### src/rtl/sap_pkg.sv
// Shared SAP-1 definitions: RAM geometry, loader sync byte, loader FSM states.
// Latency: n/a (constants and types only).
// Backpressure: n/a.
package sap_pkg;

  localparam int         RAM_DEPTH   = 16;
  localparam logic [7:0] LOADER_SYNC = 8'hA5;

  typedef enum logic [1:0] {
    S_SYNC = 2'd0,
    S_LEN  = 2'd1,
    S_DATA = 2'd2,
    S_CSUM = 2'd3
  } loader_state_e;

endpackage

### src/rtl/mem_loader.sv
// Framed byte-stream loader (SYNC, LEN, data, CSUM) into SAP-1 program RAM; holds CPU until a good frame lands.
// Latency: RAM write one cycle after its data byte; done/err/cpu_hold update one cycle after the deciding byte.
// Backpressure: none, in_ready is tied high; in_valid low simply pauses the frame.
module mem_loader
  import sap_pkg::*;
#(
  parameter int                 ADDR_W = $clog2(RAM_DEPTH),
  parameter int                 DATA_W = 8,
  parameter logic [DATA_W-1:0]  SYNC   = LOADER_SYNC
) (
  input  logic              clk,
  input  logic              rst,
  input  logic [DATA_W-1:0] in_data,
  input  logic              in_valid,
  output logic              in_ready,
  output logic              ram_we,
  output logic [ADDR_W-1:0] ram_addr,
  output logic [DATA_W-1:0] ram_wdata,
  output logic              cpu_hold,
  output logic              done,
  output logic              err
);

  localparam int              DEPTH   = 2 ** ADDR_W;
  localparam logic [DATA_W:0] DEPTH_V = (DATA_W + 1)'(DEPTH);
  localparam logic [ADDR_W:0] ONE_REM = (ADDR_W + 1)'(1);

  loader_state_e     state;
  // One wider than the address so a full-depth LEN fits.
  logic [ADDR_W:0]   remain;
  logic [DATA_W-1:0] sum;
  logic [ADDR_W-1:0] addr;

  logic              len_bad;
  logic [DATA_W-1:0] sum_next;

  // The loader never stalls the host link.
  assign in_ready = 1'b1;

  // LEN must lie in 1..DEPTH; the running sum wraps at the word width.
  assign len_bad  = (in_data == '0) || ({1'b0, in_data} > DEPTH_V);
  assign sum_next = sum + in_data;

  // Frame FSM, counters, checksum and the registered RAM/status outputs.
  always_ff @(posedge clk or negedge rst) begin
    if (!rst) begin
      state     <= S_SYNC;
      remain    <= '0;
      sum       <= '0;
      addr      <= '0;
      ram_we    <= 1'b0;
      ram_addr  <= '0;
      ram_wdata <= '0;
      cpu_hold  <= 1'b1;
      done      <= 1'b0;
      err       <= 1'b0;
    end else begin
      ram_we <= 1'b0;
      if (in_valid) begin
        case (state)
          S_SYNC: begin
            // Anything but SYNC is line noise between frames.
            if (in_data == SYNC) begin
              state    <= S_LEN;
              done     <= 1'b0;
              err      <= 1'b0;
              cpu_hold <= 1'b1;
            end
          end
          S_LEN: begin
            if (len_bad) begin
              err   <= 1'b1;
              state <= S_SYNC;
            end else begin
              remain <= in_data[ADDR_W:0];
              sum    <= in_data;
              addr   <= '0;
              state  <= S_DATA;
            end
          end
          S_DATA: begin
            // A SYNC value here is payload, not a restart.
            ram_we    <= 1'b1;
            ram_addr  <= addr;
            ram_wdata <= in_data;
            sum       <= sum_next;
            addr      <= addr + 1'b1;
            remain    <= remain - ONE_REM;
            if (remain == ONE_REM) begin
              state <= S_CSUM;
            end
          end
          S_CSUM: begin
            // Partial writes of a rejected frame stay in RAM; the CPU stays held.
            if (sum_next == '0) begin
              done     <= 1'b1;
              cpu_hold <= 1'b0;
            end else begin
              err      <= 1'b1;
              cpu_hold <= 1'b1;
            end
            state <= S_SYNC;
          end
          default: state <= S_SYNC;
        endcase
      end
    end
  end

endmodule

### config.mk
export PLATFORM = sky130hd
export DESIGN_NAME = mem_loader
export DESIGN_NICKNAME = d
export VERILOG_FILES = /design/src/rtl/sap_pkg.sv /design/src/rtl/mem_loader.sv
export SDC_FILE = /design/constraint.sdc
export NUM_CORES = 1
export LEC_CHECK = 0
export ABC_AREA = 1
export CORE_MARGIN = 2
export CORE_UTILIZATION = 55
export DETAILED_ROUTE_END_ITERATION = 12
export PLACE_DENSITY = 0.79
export SYNTH_ARGS = -nofsm -noshare
export SYNTH_HDL_FRONTEND = slang
export SYNTH_SLANG_ARGS = --single-unit
### constraint.sdc
create_clock -name clk -period 3.1 [get_ports clk]
set_input_delay 0.465 -clock clk [delete_from_list [all_inputs] [get_ports clk]]
set_output_delay 0.465 -clock clk [all_outputs]
set_load 0.01 [all_outputs]
==> results of run 1 <==
==> routing by layer <==
| metal | up-vias | wire [um] | track usage |
|---|---|---|---|
| met1 | 819 | 2050 | 0.280 |
| met4 | 0 | 49 | 0.0944 |
| met2 | 37 | 2040 | 0.360 |
| met3 | 5 | 158 | 0.0355 |
| met5 | - | 0 | 0 |
| li1 | 927 | - | - |
==> Yosys cell counts, types with 4 or more instances <==
master and instances:
o21ai_0 10, o21ai_2 8, buf_6 5, inv_1 35
nand3_1 16, nand2_1 99, dfrtp_1 34, o21ai_1 9
a21oi_1 4, ha_1 10, nand3_2 4, nor2_1 15
==> worst max-delay path: stages <==
cell and delay [ns]:
clkdlybuf4s50_1 0.56, inv_1 0.11, fa_1 0.47, inv_1 0.07
nand2_1 0.04, nand2_1 0.11, nand3_1 0.08, nand2_1 0.08
nand3_1 0.10, nor2_1 0.10, nand2_1 0.08, nand2_1 0.08
nand2_1 0.05, nand2_1 0.05, nand2_1 0.04
==> area by class of cell <==
type,instances,area [sq um],area share
well taps,48,60.1,0.0240
clock buffers,6,72.6,0.0290
multi-input cells,197,1060,0.423
clock inverters,2,12.5,0.00501
repair buffers,27,268,0.107
inverters,39,151,0.0606
flip-flops and latches,35,877,0.351
==> sequential cells by signal (all words and copies together), names as in the netlist, named ones only <==
name and count:
state 1, sum 8, ram_addr 4, cpu_hold 1
done 1, err 1, addr 4, ram_we 1
ram_wdata 8, remain 5
==> where the power goes <==
group	internal, mW	switching [mW]	total, mW
registers	0.661	0.140	0.801
clock network	0.157	0.171	0.328
logic	0.521	0.717	1.24
==> worst min path at each step <==
stage,from,end,slack (ns),depth (start not counted)
finish,ram_wdata[3]$_DFFE_PN0P_,ram_wdata[3]$_DFFE_PN0P_,0.47,2
global route,ram_wdata[5]$_DFFE_PN0P_,ram_wdata[5]$_DFFE_PN0P_,0.50,2
CTS,ram_addr[2]$_DFFE_PN0P_,ram_addr[2]$_DFFE_PN0P_,0.47,2
detailed placement,ram_addr[2]$_DFFE_PN0P_,ram_addr[2]$_DFFE_PN0P_,0.46,2
global placement,ram_addr[2]$_DFFE_PN0P_,ram_addr[2]$_DFFE_PN0P_,0.45,2
floorplan,rst,asynchronous set/reset pin,0.17,0
==> through the flow <==
stage	worst slack (ns)	total power [mW]	std cells
6_report	0.794	2.37	354
3_5_place_dp	0.511	2.04	346
4_1_cts	0.805	2.37	354
5_1_grt	0.574	2.57	354
2_1_floorplan	1.20	1.71	279
3_3_place_gp	0.580	2.01	346
==> cell families (layout without fill, tap and decap cells) <==
kind of cell / Yosys count / after routing / share of synthesized area
adders and majority gates: 11 / 11 / 0.0671
and+or+nand+nor: 144 / 144 / 0.297
DFF: 35 / 35 / 0.406
other: 1 / 1 / 0.00173
xor gates and xnor gates: 6 / 6 / 0.0243
buffers and inverters: 47 / 74 / 0.105
AOI/OAI and AO/OA: 35 / 35 / 0.0990
==> impl_metrics.py, run 1 <==
metrics = {
    "cells_and_area": {
        "antenna_cells": 0,
        "fillers": 315,
        "drive_gt1_frac": 0.105,
        "final_common_cell": "nand2_1",
        "nets": 327,
        "final_cell_mix": "nand2_1, inv_1, dfrtp_1, clkdlybuf4s50_1, nand3_1",
        "post-route-util": 0.672,
        "final_cell_area_sq_um": 2500,
        "syn2layout_area_growth_pct": 15.6,
    },
    "global_routing": {
        "grt_remaining_overflow": 0,
        "grt_max_degree": 36,
        "grt_antenna_before_repair": 0,
        "grt_pass1_wl_um": 7170,
        "grt_usage": 0.217,
        "grt_pass1_vias": 1626,
    },
    "synthesis": {
        "syn_inst": 279,
        "synth-seq-area-share": 0.406,
        "synth_top_area_cell": "dfrtp_1",
        "synthTopCellsByArea": "dfrtp_1, nand2_1, inv_1",
        "ys_ff_latch": 35,
        "syn_nets": 301,
        "yosysTopAreaCellShare": 0.394,
        "synth_cell_types": 32,
        "async_flop_share": 1.00,
        "avgSynthCellArea_sq_um": 7.75,
        "synth-edff-count": 0,
        "synthesis.area_sq_um": 2160,
        "synth_ff_type": "dfrtp_1",
        "yosys_warnings": 0,
    },
    "drt": {
        "route.detailed.drc": 0,
        "first_pass_iters": 4,
        "post_drt_wl_per_cell_um": 12.1,
        "drt_iter0_markers": 106,
        "drt_wl_total_um": 4300,
        "detail-route-antenna-nets": 0,
        "vias_per_cell": 5.05,
        "via_count": 1788,
    },
    "timing": {
        "rsz0062_at_grt": "false",
        "min_period_ns": 2.31,
        "setup_viol": 0,
        "drv_slew": 0,
        "finClkSkew_ns": 0.00748,
        "fmax_ghz": 0.434,
        "fin_tns_setup_ns": 0,
        "finalCritPeriodShare": 0.744,
        "final_hold_viol_count": 0,
        "hold_slack_ns": 0.469,
    },
    "placed_design": {
        "finalWeightedCongestion": 0.839,
        "dp_hpwl_um": 3100,
        "place_area_sq_um": 2410,
        "portBuffers": 26,
    },
    "floorplan": {
        "core_sq_um": 3720,
        "initial_core_util": 0.582,
        "die_h_um": 66.7,
        "die_x_um": 66.7,
        "ios": 28,
        "die-area_sq_um": 4450,
        "rows": 22,
    },
    "power_and_ir_drop": {
        "powerDensity_nw_per_um2": 947,
        "ir_drop_v": 0.000516,
        "leakagePower_nw": 1.29,
    },
    "cts": {
        "worstSkewPairLatency_ns": 0.30,
        "cts_setup_buffers": 0,
        "cts_hold_buf": 0,
        "h-tree-depth": 2,
        "cts_buffers": 5,
        "cts_sinks": 35,
        "clockBufferDepth": 2,
        "cts-root-buf": "clkbuf_8",
        "cts_tree": "done",
        "path_clk_slew_ns": 0.07,
        "post_cts_resize_count": 0,
    },
    "critical_path": {
        "endpoint_kind": "register",
        "crit_type": "primary input to register",
        "r2r_slack_ns": 1.13,
        "cp-startpoint": "in_data[1]",
        "critPathCapture": "done$_DFFE_PN0P_",
        "reg2reg_depth": 15,
        "r2r-start": "sum[0]$_DFFE_PN0P_",
        "startpoint_type": "primary input",
        "path_max_fanout": 5,
        "r2r-end": "done$_DFFE_PN0P_",
        "critPathArrivalTime_ns": 2.49,
        "critPathRequiredTime_ns": 3.29,
    },
    "hold_path": {
        "holdCritPathClass": "register to register",
    },
    "flow_run": {
        "drv_cap": 0,
    },
    "status": {
        "status": "finished clean",
    },
}
Power figures use the tool's default switching activity.
==> run 2, diff against run 1 <==
Settings changed: CORE_UTILIZATION 55 to 50, PLACE_DENSITY 0.79 to 0.76.
Clock period 3.1 ns to 1.96 ns, I/O delays scaled along.
==> impl_metrics.py, run 2 (synthesized netlist as in run 1, its figures left out) <==
metrics = {
    "status": {
        "violations": "setup timing",
        "status": "complete, but fails checks",
    },
    "critical_path": {
        "endpoint_kind": "register",
        "critPathRequiredTime_ns": 2.14,
        "crit_type": "register to register",
        "path_max_fanout": 2,
        "critPathArrivalTime_ns": 2.16,
        "reg2reg_depth": 11,
        "startpoint_type": "register",
    },
    "floorplan": {
        "core_sq_um": 4090,
        "initial_core_util": 0.529,
        "die_h_um": 69.8,
        "die-area_sq_um": 4870,
        "rows": 23,
        "ios": 28,
        "die_x_um": 69.8,
    },
    "global_routing": {
        "grt_antenna_before_repair": 0,
        "grt_usage": 0.203,
        "grt_max_degree": 36,
        "grt_remaining_overflow": 0,
        "grt_pass1_wl_um": 7980,
        "grt_pass1_vias": 1814,
    },
    "drt": {
        "via_count": 1923,
        "vias_per_cell": 5.05,
        "drt_iter0_markers": 117,
        "first_pass_iters": 4,
        "post_drt_wl_per_cell_um": 12.5,
        "detail-route-antenna-nets": 0,
        "route.detailed.drc": 0,
        "drt_wl_total_um": 4770,
    },
    "cells_and_area": {
        "post-route-util": 0.673,
        "fin_cells": 381,
        "final_cell_mix": "nand2_1, inv_1, dfrtp_1, buf_4, clkdlybuf4s50_1",
        "fillers": 325,
        "top_regs": "ram_wdata (8), sum (8), remain (5)",
        "antenna_cells": 0,
        "final_common_cell": "nand2_1",
        "drive_gt1_frac": 0.211,
        "nets": 352,
        "syn2layout_area_growth_pct": 27.3,
    },
    "cts": {
        "h-tree-depth": 2,
        "cts_hold_buf": 0,
        "cts_buffers": 5,
        "clockBufferDepth": 2,
        "worstSkewPairLatency_ns": 0.29,
        "path_clk_slew_ns": 0.07,
        "cts_tree": "done",
        "cts_sinks": 35,
        "cts-root-buf": "clkbuf_8",
    },
    "timing": {
        "setup_viol": 1,
        "rsz0062_at_grt": "true",
        "final_hold_viol_count": 0,
        "fmax_ghz": 0.504,
        "worst_slack_ns": -0.0227,
        "fin_tns_setup_ns": -0.0227,
        "hold_slack_ns": 0.415,
        "finClkSkew_ns": 0.00590,
        "min_period_ns": 1.98,
        "drv_slew": 0,
        "finalCritPeriodShare": 1.01,
    },
    "power_and_ir_drop": {
        "powerDensity_nw_per_um2": 1500,
        "ir_drop_v": 0.000813,
        "leakagePower_nw": 1.43,
    },
    "flow_run": {
        "drv_cap": 0,
    },
    "placed_design": {
        "placed_cells": 368,
        "place_ws_ns": -0.478,
        "finalWeightedCongestion": 0.870,
        "portBuffers": 26,
        "dp_hpwl_um": 3500,
    },
    "hold_path": {
        "holdCritPathClass": "primary input to asynchronous set/reset pin",
    },
}
==> run 2: metrics by stage <==
| step | area [sq um] | power, mW |
|---|---|---|
| 3_5_place_dp | 2570 | 3.43 |
| 3_3_place_gp | 2570 | 3.35 |
| 4_1_cts | 2680 | 4.03 |
| 6_report | 2750 | 4.14 |
| 2_1_floorplan | 2160 | 2.70 |
| 5_1_grt | 2750 | 4.48 |
==> run 2: repair_timing <==
| item | CTS | global route |
|---|---|---|
| gates resized for setup | 4 | 12 |
| setup buffers | 1 | 4 |
| hold endpoints to repair | 0 | 0 |
| pin swaps | 2 | 7 |
| endpoints found under the setup margin | 4 | 4 |
==> run 2: worst paths after layout <==
path	from	to	slack, ns
max in group asynchronous	rst	cpu_hold$_DFFE_PN1P_	1.19
worst min register to register	ram_wdata[6]$_DFFE_PN0P_	ram_wdata[6]$_DFFE_PN0P_	0.47
worst max-delay path	sum[0]$_DFFE_PN0P_	err$_DFFE_PN0P_	-0.02
min in group clk	in_data[1]	ram_wdata[1]$_DFFE_PN0P_	0.42
worst min-delay path	rst	ram_addr[0]$_DFFE_PN0P_	0.42
worst max register to register	sum[0]$_DFFE_PN0P_	err$_DFFE_PN0P_	-0.02
==> run 2: where the power goes <==
group          switching, mW  total [mW]  leakage, nW  internal [mW]
registers              0.238        1.28        0.438           1.05
clock network          0.276       0.563       0.0474          0.287
logic                   1.25        2.29        0.943           1.04
==> run 2: routing by layer <==
layer	part of all wire	wire, um	global-route usage
met4	0.013	61	0.0577
met1	0.45	2160	0.259
met2	0.50	2370	0.349
met5	0	0	0
met3	0.039	184	0.0422
==> run 2: cell type report <==
type	instances	area, sq um	area share
clock buffer	6	82.6	0.0300
clock inverter	2	16.3	0.00591
inverter	39	151	0.0550
multi-input combinational	197	1100	0.402
sequential	35	877	0.319
tap	50	62.6	0.0227
timing repair buffer	52	457	0.166
==> run 2: critical path, stage by stage, from the launching register on <==
cell and delay (ns):
dfrtp_1 0.36, ha_2 0.18, inv_1 0.05, fa_2 0.53, nand3b_1 0.09, nor2_2 0.16
nand3_4 0.08, buf_4 0.15, nor2_4 0.08, nand2_2 0.06, nand3_1 0.08, nand2_1 0.06
